## src/rtl/muldiv_requester.sv

```systemverilog
// muldiv_requester: host-side sequencer for a multiply/divide unit.
// Accepts one signed command at a time, launches it on the unit with a one-cycle
// op_start pulse, waits for a response (bounded by TIMEOUT cycles), and holds the
// result for the host until res_ready.
//
// Ports:
//   clk, rst                     clock, synchronous active-high reset
//   cmd_valid/cmd_ready          host command handshake
//   cmd_a, cmd_b, cmd_sel        operands and operation (1 = multiply, 0 = divide)
//   op_a, op_b, op_sel, op_start operands, operation and launch pulse to the unit
//   op_busy, op_valid, op_error  unit status (op_busy is informational only)
//   op_m, op_r                   unit result (product hi/lo or quotient/remainder)
//   res_valid/res_ready          host result handshake
//   res_m, res_r                 captured result
//   res_err, res_timeout         error flag and timeout cause
//   err_count                    saturating count of errored results
module muldiv_requester #(
  parameter int unsigned N       = 4,
  parameter int unsigned TIMEOUT = 16
) (
  input  logic         clk,
  input  logic         rst,
  input  logic         cmd_valid,
  output logic         cmd_ready,
  input  logic [N-1:0] cmd_a,
  input  logic [N-1:0] cmd_b,
  input  logic         cmd_sel,
  output logic [N-1:0] op_a,
  output logic [N-1:0] op_b,
  output logic         op_sel,
  output logic         op_start,
  input  logic         op_busy,
  input  logic         op_valid,
  input  logic         op_error,
  input  logic [N-1:0] op_m,
  input  logic [N-1:0] op_r,
  output logic         res_valid,
  input  logic         res_ready,
  output logic [N-1:0] res_m,
  output logic [N-1:0] res_r,
  output logic         res_err,
  output logic         res_timeout,
  output logic [7:0]   err_count
);

  localparam int unsigned CW = $clog2(TIMEOUT + 1);
  localparam logic [CW-1:0] TimeoutVal = CW'(TIMEOUT);

  typedef enum logic [1:0] {StIdle, StIssue, StWait, StHold} state_e;

  state_e        state_q;
  logic [CW-1:0] cnt_q;

  // op_busy carries no control meaning here.
  logic unused_busy;
  assign unused_busy = op_busy;

  logic          div_zero;
  logic          cnt_last;
  logic [7:0]    err_count_inc;

  assign cmd_ready     = (state_q == StIdle);
  assign div_zero      = !cmd_sel && (cmd_b == '0);
  // This WAIT cycle is the TIMEOUT-th one without a response.
  assign cnt_last      = (cnt_q == TimeoutVal - CW'(1));
  assign err_count_inc = (err_count == 8'hff) ? err_count : err_count + 8'd1;

  always_ff @(posedge clk) begin
    if (rst) begin
      state_q     <= StIdle;
      cnt_q       <= '0;
      op_a        <= '0;
      op_b        <= '0;
      op_sel      <= 1'b0;
      op_start    <= 1'b0;
      res_valid   <= 1'b0;
      res_m       <= '0;
      res_r       <= '0;
      res_err     <= 1'b0;
      res_timeout <= 1'b0;
      err_count   <= 8'd0;
    end else begin
      op_start <= 1'b0;
      unique case (state_q)
        StIdle: begin
          if (cmd_valid) begin
            op_a   <= cmd_a;
            op_b   <= cmd_b;
            op_sel <= cmd_sel;
            if (div_zero) begin
              // Never launched: result is reported straight away.
              state_q     <= StHold;
              res_valid   <= 1'b1;
              res_m       <= '0;
              res_r       <= '0;
              res_err     <= 1'b1;
              res_timeout <= 1'b0;
              err_count   <= err_count_inc;
            end else begin
              state_q  <= StIssue;
              op_start <= 1'b1;
            end
          end
        end
        StIssue: begin
          cnt_q   <= '0;
          state_q <= StWait;
        end
        StWait: begin
          // Priority: error, then valid result, then timeout.
          if (op_error) begin
            state_q     <= StHold;
            res_valid   <= 1'b1;
            res_m       <= '0;
            res_r       <= '0;
            res_err     <= 1'b1;
            res_timeout <= 1'b0;
            err_count   <= err_count_inc;
          end else if (op_valid) begin
            state_q     <= StHold;
            res_valid   <= 1'b1;
            res_m       <= op_m;
            res_r       <= op_r;
            res_err     <= 1'b0;
            res_timeout <= 1'b0;
          end else begin
            cnt_q <= cnt_q + CW'(1);
            if (cnt_last) begin
              state_q     <= StHold;
              res_valid   <= 1'b1;
              res_m       <= '0;
              res_r       <= '0;
              res_err     <= 1'b1;
              res_timeout <= 1'b1;
              err_count   <= err_count_inc;
            end
          end
        end
        StHold: begin
          if (res_ready) begin
            state_q   <= StIdle;
            res_valid <= 1'b0;
          end
        end
        default: state_q <= StIdle;
      endcase
    end
  end

endmodule
```

## config.mk

```make
export PLATFORM = sky130hd
export DESIGN_NAME = muldiv_requester
export DESIGN_NICKNAME = d
export VERILOG_FILES = /design/src/rtl/muldiv_requester.sv
export SDC_FILE = /design/constraint.sdc
export NUM_CORES = 1
export LEC_CHECK = 0
export CORE_MARGIN = 2
export CORE_UTILIZATION = 48
export CTS_CLUSTER_SIZE = 14
export DETAILED_ROUTE_END_ITERATION = 10
export PLACE_DENSITY = 0.83
export SYNTH_ARGS = -nofsm -noshare
export SYNTH_HDL_FRONTEND = slang
export SYNTH_SLANG_ARGS = --single-unit
```

## constraint.sdc

```tcl
create_clock -name clk -period 3.4 [get_ports clk]
set_input_delay 0.68 -clock clk [delete_from_list [all_inputs] [get_ports clk]]
set_output_delay 0.68 -clock clk [all_outputs]
set_load 0.1 [all_outputs]
```

# After elaboration in Yosys (flattened, before gate mapping)
# Index checks and enable logic that the tools add are counted.
# W data, S select, Z words.
# classes
mux,41
reduce_logical,14
eq_ne,13
addsub,2
bitwise,2
# ops
cell,n
$mux W8,6
$mux W4,7
$pmux W4 S2,2
$pmux W8 S2,1
$mux W1,12
$mux W2,6
$mux W5,2
$pmux W5 S2,1
$reduce_and A5 Y1,2
$add A8 B1 Y8 const B,1
$eq A8 B8 Y1 const B,1
$ne A2 B2 Y1 const B,4
$pmux W2 S4,1
$ne A3 B3 Y1 const B,2
$reduce_and A3 Y1,2
$add A5 B1 Y5 const B,1
$eq A5 B4 Y1 const B,1
$eq A2 B2 Y1 const B,2
$logic_not A4 Y1,1
$ne A4 B4 Y1 const B,1
$pmux W1 S2,2
$reduce_and A4 Y1,1
$reduce_bool A2 Y1,2
$pmux W1 S3,1
other kinds (9),10
# totals
ff_bits,36
word_cells,84

# Logic depth before layout (Yosys ltp)
# logic_depth
word_depth,6
ltp_mapped,8

# Worst setup path after synthesis
# No wires, ideal clock.
# synth_path
kind,register to register
startpoint,reg state_q[0]
endpoint,reg err_count[7]
path_buffers,1
required_time_ns,3.277
arrival_ns,2.652
period_less_slack_ns,2.776
slack_ns,0.624
path_stages_with_launch,8
setup_time_ns,0.123
cell_sequence,dfxtp_1 -> inv_1 -> ha_1 -> nand2_1 -> o32a_4 -> buf_6 -> nor4_4 -> mux2_1
# synth_between
elab_chain_len,3
elab_cells_between_ends,9
# synth_lines
element,line,rtl
from (decl),51,state_e state_q;
from (signal assigned),70,state_q <= StIdle;
from (signal assigned),92,state_q <= StHold;
from (signal assigned),100,state_q <= StIssue;
$logic_not A2 Y1 (*),n/a,
named net cmd_ready,24,"output logic cmd_ready,"
"$ne A2 B1 Y1 (no source line), or another cell as far along",n/a,
$reduce_and A5 Y1 (no source line),n/a,
to (signal assigned),98,err_count <= err_count_inc;
to (signal assigned),118,err_count <= err_count_inc;
to (signal assigned),135,err_count <= err_count_inc;
to (decl),43,output logic [7:0] err_count
# The timed path passes the listed nets; every way through them passes the cells marked *.
# A chain may end at the register's enable or synchronous reset.

# Worst setup path after layout
# layout_path
startpoint,reg err_count[7]
endpoint,out err_count[7]
# No word-level cell between the ends.

==> results.ini <==
[pwr]
p_leak_nw=0.822
sw_frac_of_total=0.454
switching_power_w=0.000674
combPwrFrac=0.465
clockPowerShare=0.199
seqPwrFrac=0.336
p_int_w=0.000810
p_per_area_nw_per_um2=666
ir_worst_vdd_mv=0.632

[route]
drtPass1Iterations=4
first_iter_violations=152
wl_per_cell_um=12.6
drt-total-wl_um=3520
drc=0
routed_via_density=5.23
ant_nets=0
vias=1463

[min_path]
hp-class=reg2reg
hold_path_depth=2
min_from=op_a[3]
holdPathEnd=op_a[3]

[logic_synthesis]
synth_ff_type=dfxtp_1
ys_ff_latch=36
ys_types=38
synth_area_per_cell_sq_um=9.02
netlist_area_sq_um=1620
synth_fp_nets=212
yosysWarnings=0
synthCells=180
async_reset_ff_frac=0
synth_edf_count=0
ys_seq_area_frac=0.444

[sta]
fin_crit_ps=2560
clock_skew_ps=11.0
setup-tns-final_ps=0
finalCritPeriodShare=0.752
tightestPinTransition_ps=991
final-setup-viol-count=0
grt_setup_unrepaired=no
slew_viol_final=0
timing.fmax_mhz=391
max_slew_margin=0.337
hold_viol_final=0

[die]
fp.dieH_um=62.1
dieArea_sq_um=3860
ios=54
start_util=0.494
die_width_um=62.1
core_area_sq_um=3280
rows=21

[critical_path]
r2r_slack_ps=1040
crit_path_max_incr_delay_ps=1150
cp.required_ps=2720
path_cells=clkdlybuf4s50_1
reg2reg_depth=6
r2r-start=state_q[0]
arrival_ps=1880
critPathBufInv=1
crit_path_top_delay_cell=clkdlybuf4s50_1
worst_r2r_endpoint=err_count[5]
cpLargestDelayFamily=buffers and inverters
critPathKind=reg2out
start_kind=flip-flop
cp_max_fo=4
end_kind=output pin

[clock_tree]
numCtsBuffers=5
clk_pin_slew_ps=120
clock_path_buffers=2
post_cts_resized=0
root_buffer=clkbuf_4
clock_latency_ps=340
cts_tree=built
cts.sinks=36
cts_hold_buf=0
cts_max_level=2
cts_setup_buffers=0

[grt]
grt_usage=0.194
grt_pass1_wl_um=6070
grt_pass1_vias=1418
grt_max_degree=22
antenna_found_initial=0
overflow=0

[layout]
fin_cells=280
multi_input_area_sq_um=835
fillers=262
drive_gt1_frac=0.115
fin_nets=265
antenna_cells=0
synthToLayoutAreaGrowth_pct=37.4
seq_area_sq_um=721

[placed_design]
dp_cells=272
globalplace.congestion=0.797
portBuffers=52
dp_hpwl_um=2540

[job]
maxCapViolCount=0

[outcome]
outcome=complete, no violations

-- power groups by stage --
stage	logic (W)	clock network [W]	registers, W
detailed placement	0.000692	0	0.000508
CTS	0.000695	0.000302	0.000499
global placement	0.000682	0	0.000507
finish	0.000690	0.000296	0.000498
floorplan	0.000311	0	0.000744
global route	0.000737	0.000323	0.000506
-- cell usage in the layout (no fill, tap or decap), types with 4 or more instances in the layout --
cell	count
a21oi_1	20
clkdlybuf4s50_1	42
nor3_1	4
or4_1	4
nand3_1	5
nand2b_1	5
clkbuf_4	5
nor2_1	12
nand2_1	25
o31ai_1	4
buf_4	12
dfxtp_1	36
a22o_1	8
inv_1	8
ha_1	8
-- worst max-delay path by stage --
stage | startpoint | to | slack (ps) | depth (start not counted)
5_1_grt | err_count[1] | err_count[1] | 780 | 1
3_3_place_gp | cmd_b[0] | err_count[5] | 520 | 5
6_report | err_count[7] | err_count[7] | 840 | 1
3_5_place_dp | cmd_b[0] | err_count[5] | 510 | 5
2_1_floorplan | state_q[0] | err_count[7] | 620 | 7
4_1_cts | err_count[1] | err_count[1] | 830 | 1
-- layout make-up --
type | instances | area share
multi-input combinational | 128 | 0.374
sequential | 36 | 0.323
timing repair buffer | 54 | 0.229
inverter | 8 | 0.0135
clock inverter | 2 | 0.0157
tap | 46 | 0.0258
clock buffer | 6 | 0.0185
-- routing by layer --
layer	vias to the layer above	global-route usage	wire length (um)
met3	4	0.0634	217
met2	40	0.334	1670
li1	755	-	-
met1	664	0.228	1600
met5	-	0	0
met4	0	0.0611	20
-- cells in the mapped netlist (2+ instances only) --
cell,count,area [sq um]
o31ai_1,4,30.0
or3_1,2,12.5
nor2b_1,3,18.8
dfxtp_1,36,721
nand3_1,5,25.0
a211oi_1,3,22.5
ha_1,8,100
nand4_1,2,12.5
mux2_2,2,22.5
a21oi_1,20,100
inv_1,8,30.0
nor3_1,4,20.0
o21ai_0,2,10.0
a22o_1,8,70.1
nand2b_1,5,31.3
clkbuf_1,7,26.3
xor2_1,2,17.5
nand2_1,25,93.8
or4_1,4,30.0
nor2_1,12,45.0
-- stage by stage --
| stage | setup slack (ps) | hold slack [ps] | cell area (sq um) | total power, W | util |
|---|---|---|---|---|---|
| 2_1_floorplan | 624 | 464 | 1620 | 0.00105 | - |
| 3_3_place_gp | 524 | 441 | 2150 | 0.00119 | 0.656 |
| 3_5_place_dp | 507 | 451 | 2150 | 0.00120 | 0.656 |
| 4_1_cts | 828 | 467 | 2230 | 0.00150 | 0.679 |
| 5_1_grt | 784 | 492 | 2230 | 0.00157 | 0.679 |
| 6_report | 844 | 465 | 2230 | 0.00148 | 0.679 |
-- tightest hold or removal path, cell delays in order (launching register included) --
cell,delay (ps)
dfxtp_1,330
nand2_1,50
a21oi_1,50
-- state kept, by name, summed over array words and instances (netlist names) --
name         count
err_count        8
cnt_q            5
op_a             4
op_b             4
res_m            4
res_r            4
state_q          2
op_sel           1
op_start         1
res_err          1
res_timeout      1
res_valid        1
-- kinds of logic (layout without fill, tap and decap cells) --
logic type,after synthesis,in the layout,share of synthesized area
simple gates,71,71,0.231
compound gates,43,43,0.184
flops,36,36,0.444
buf+inv,16,70,0.0416
fa+ha+maj,8,8,0.0617
mux,4,4,0.0270
xor+xnor,2,2,0.0108
Power figures use the tool's default switching activity.
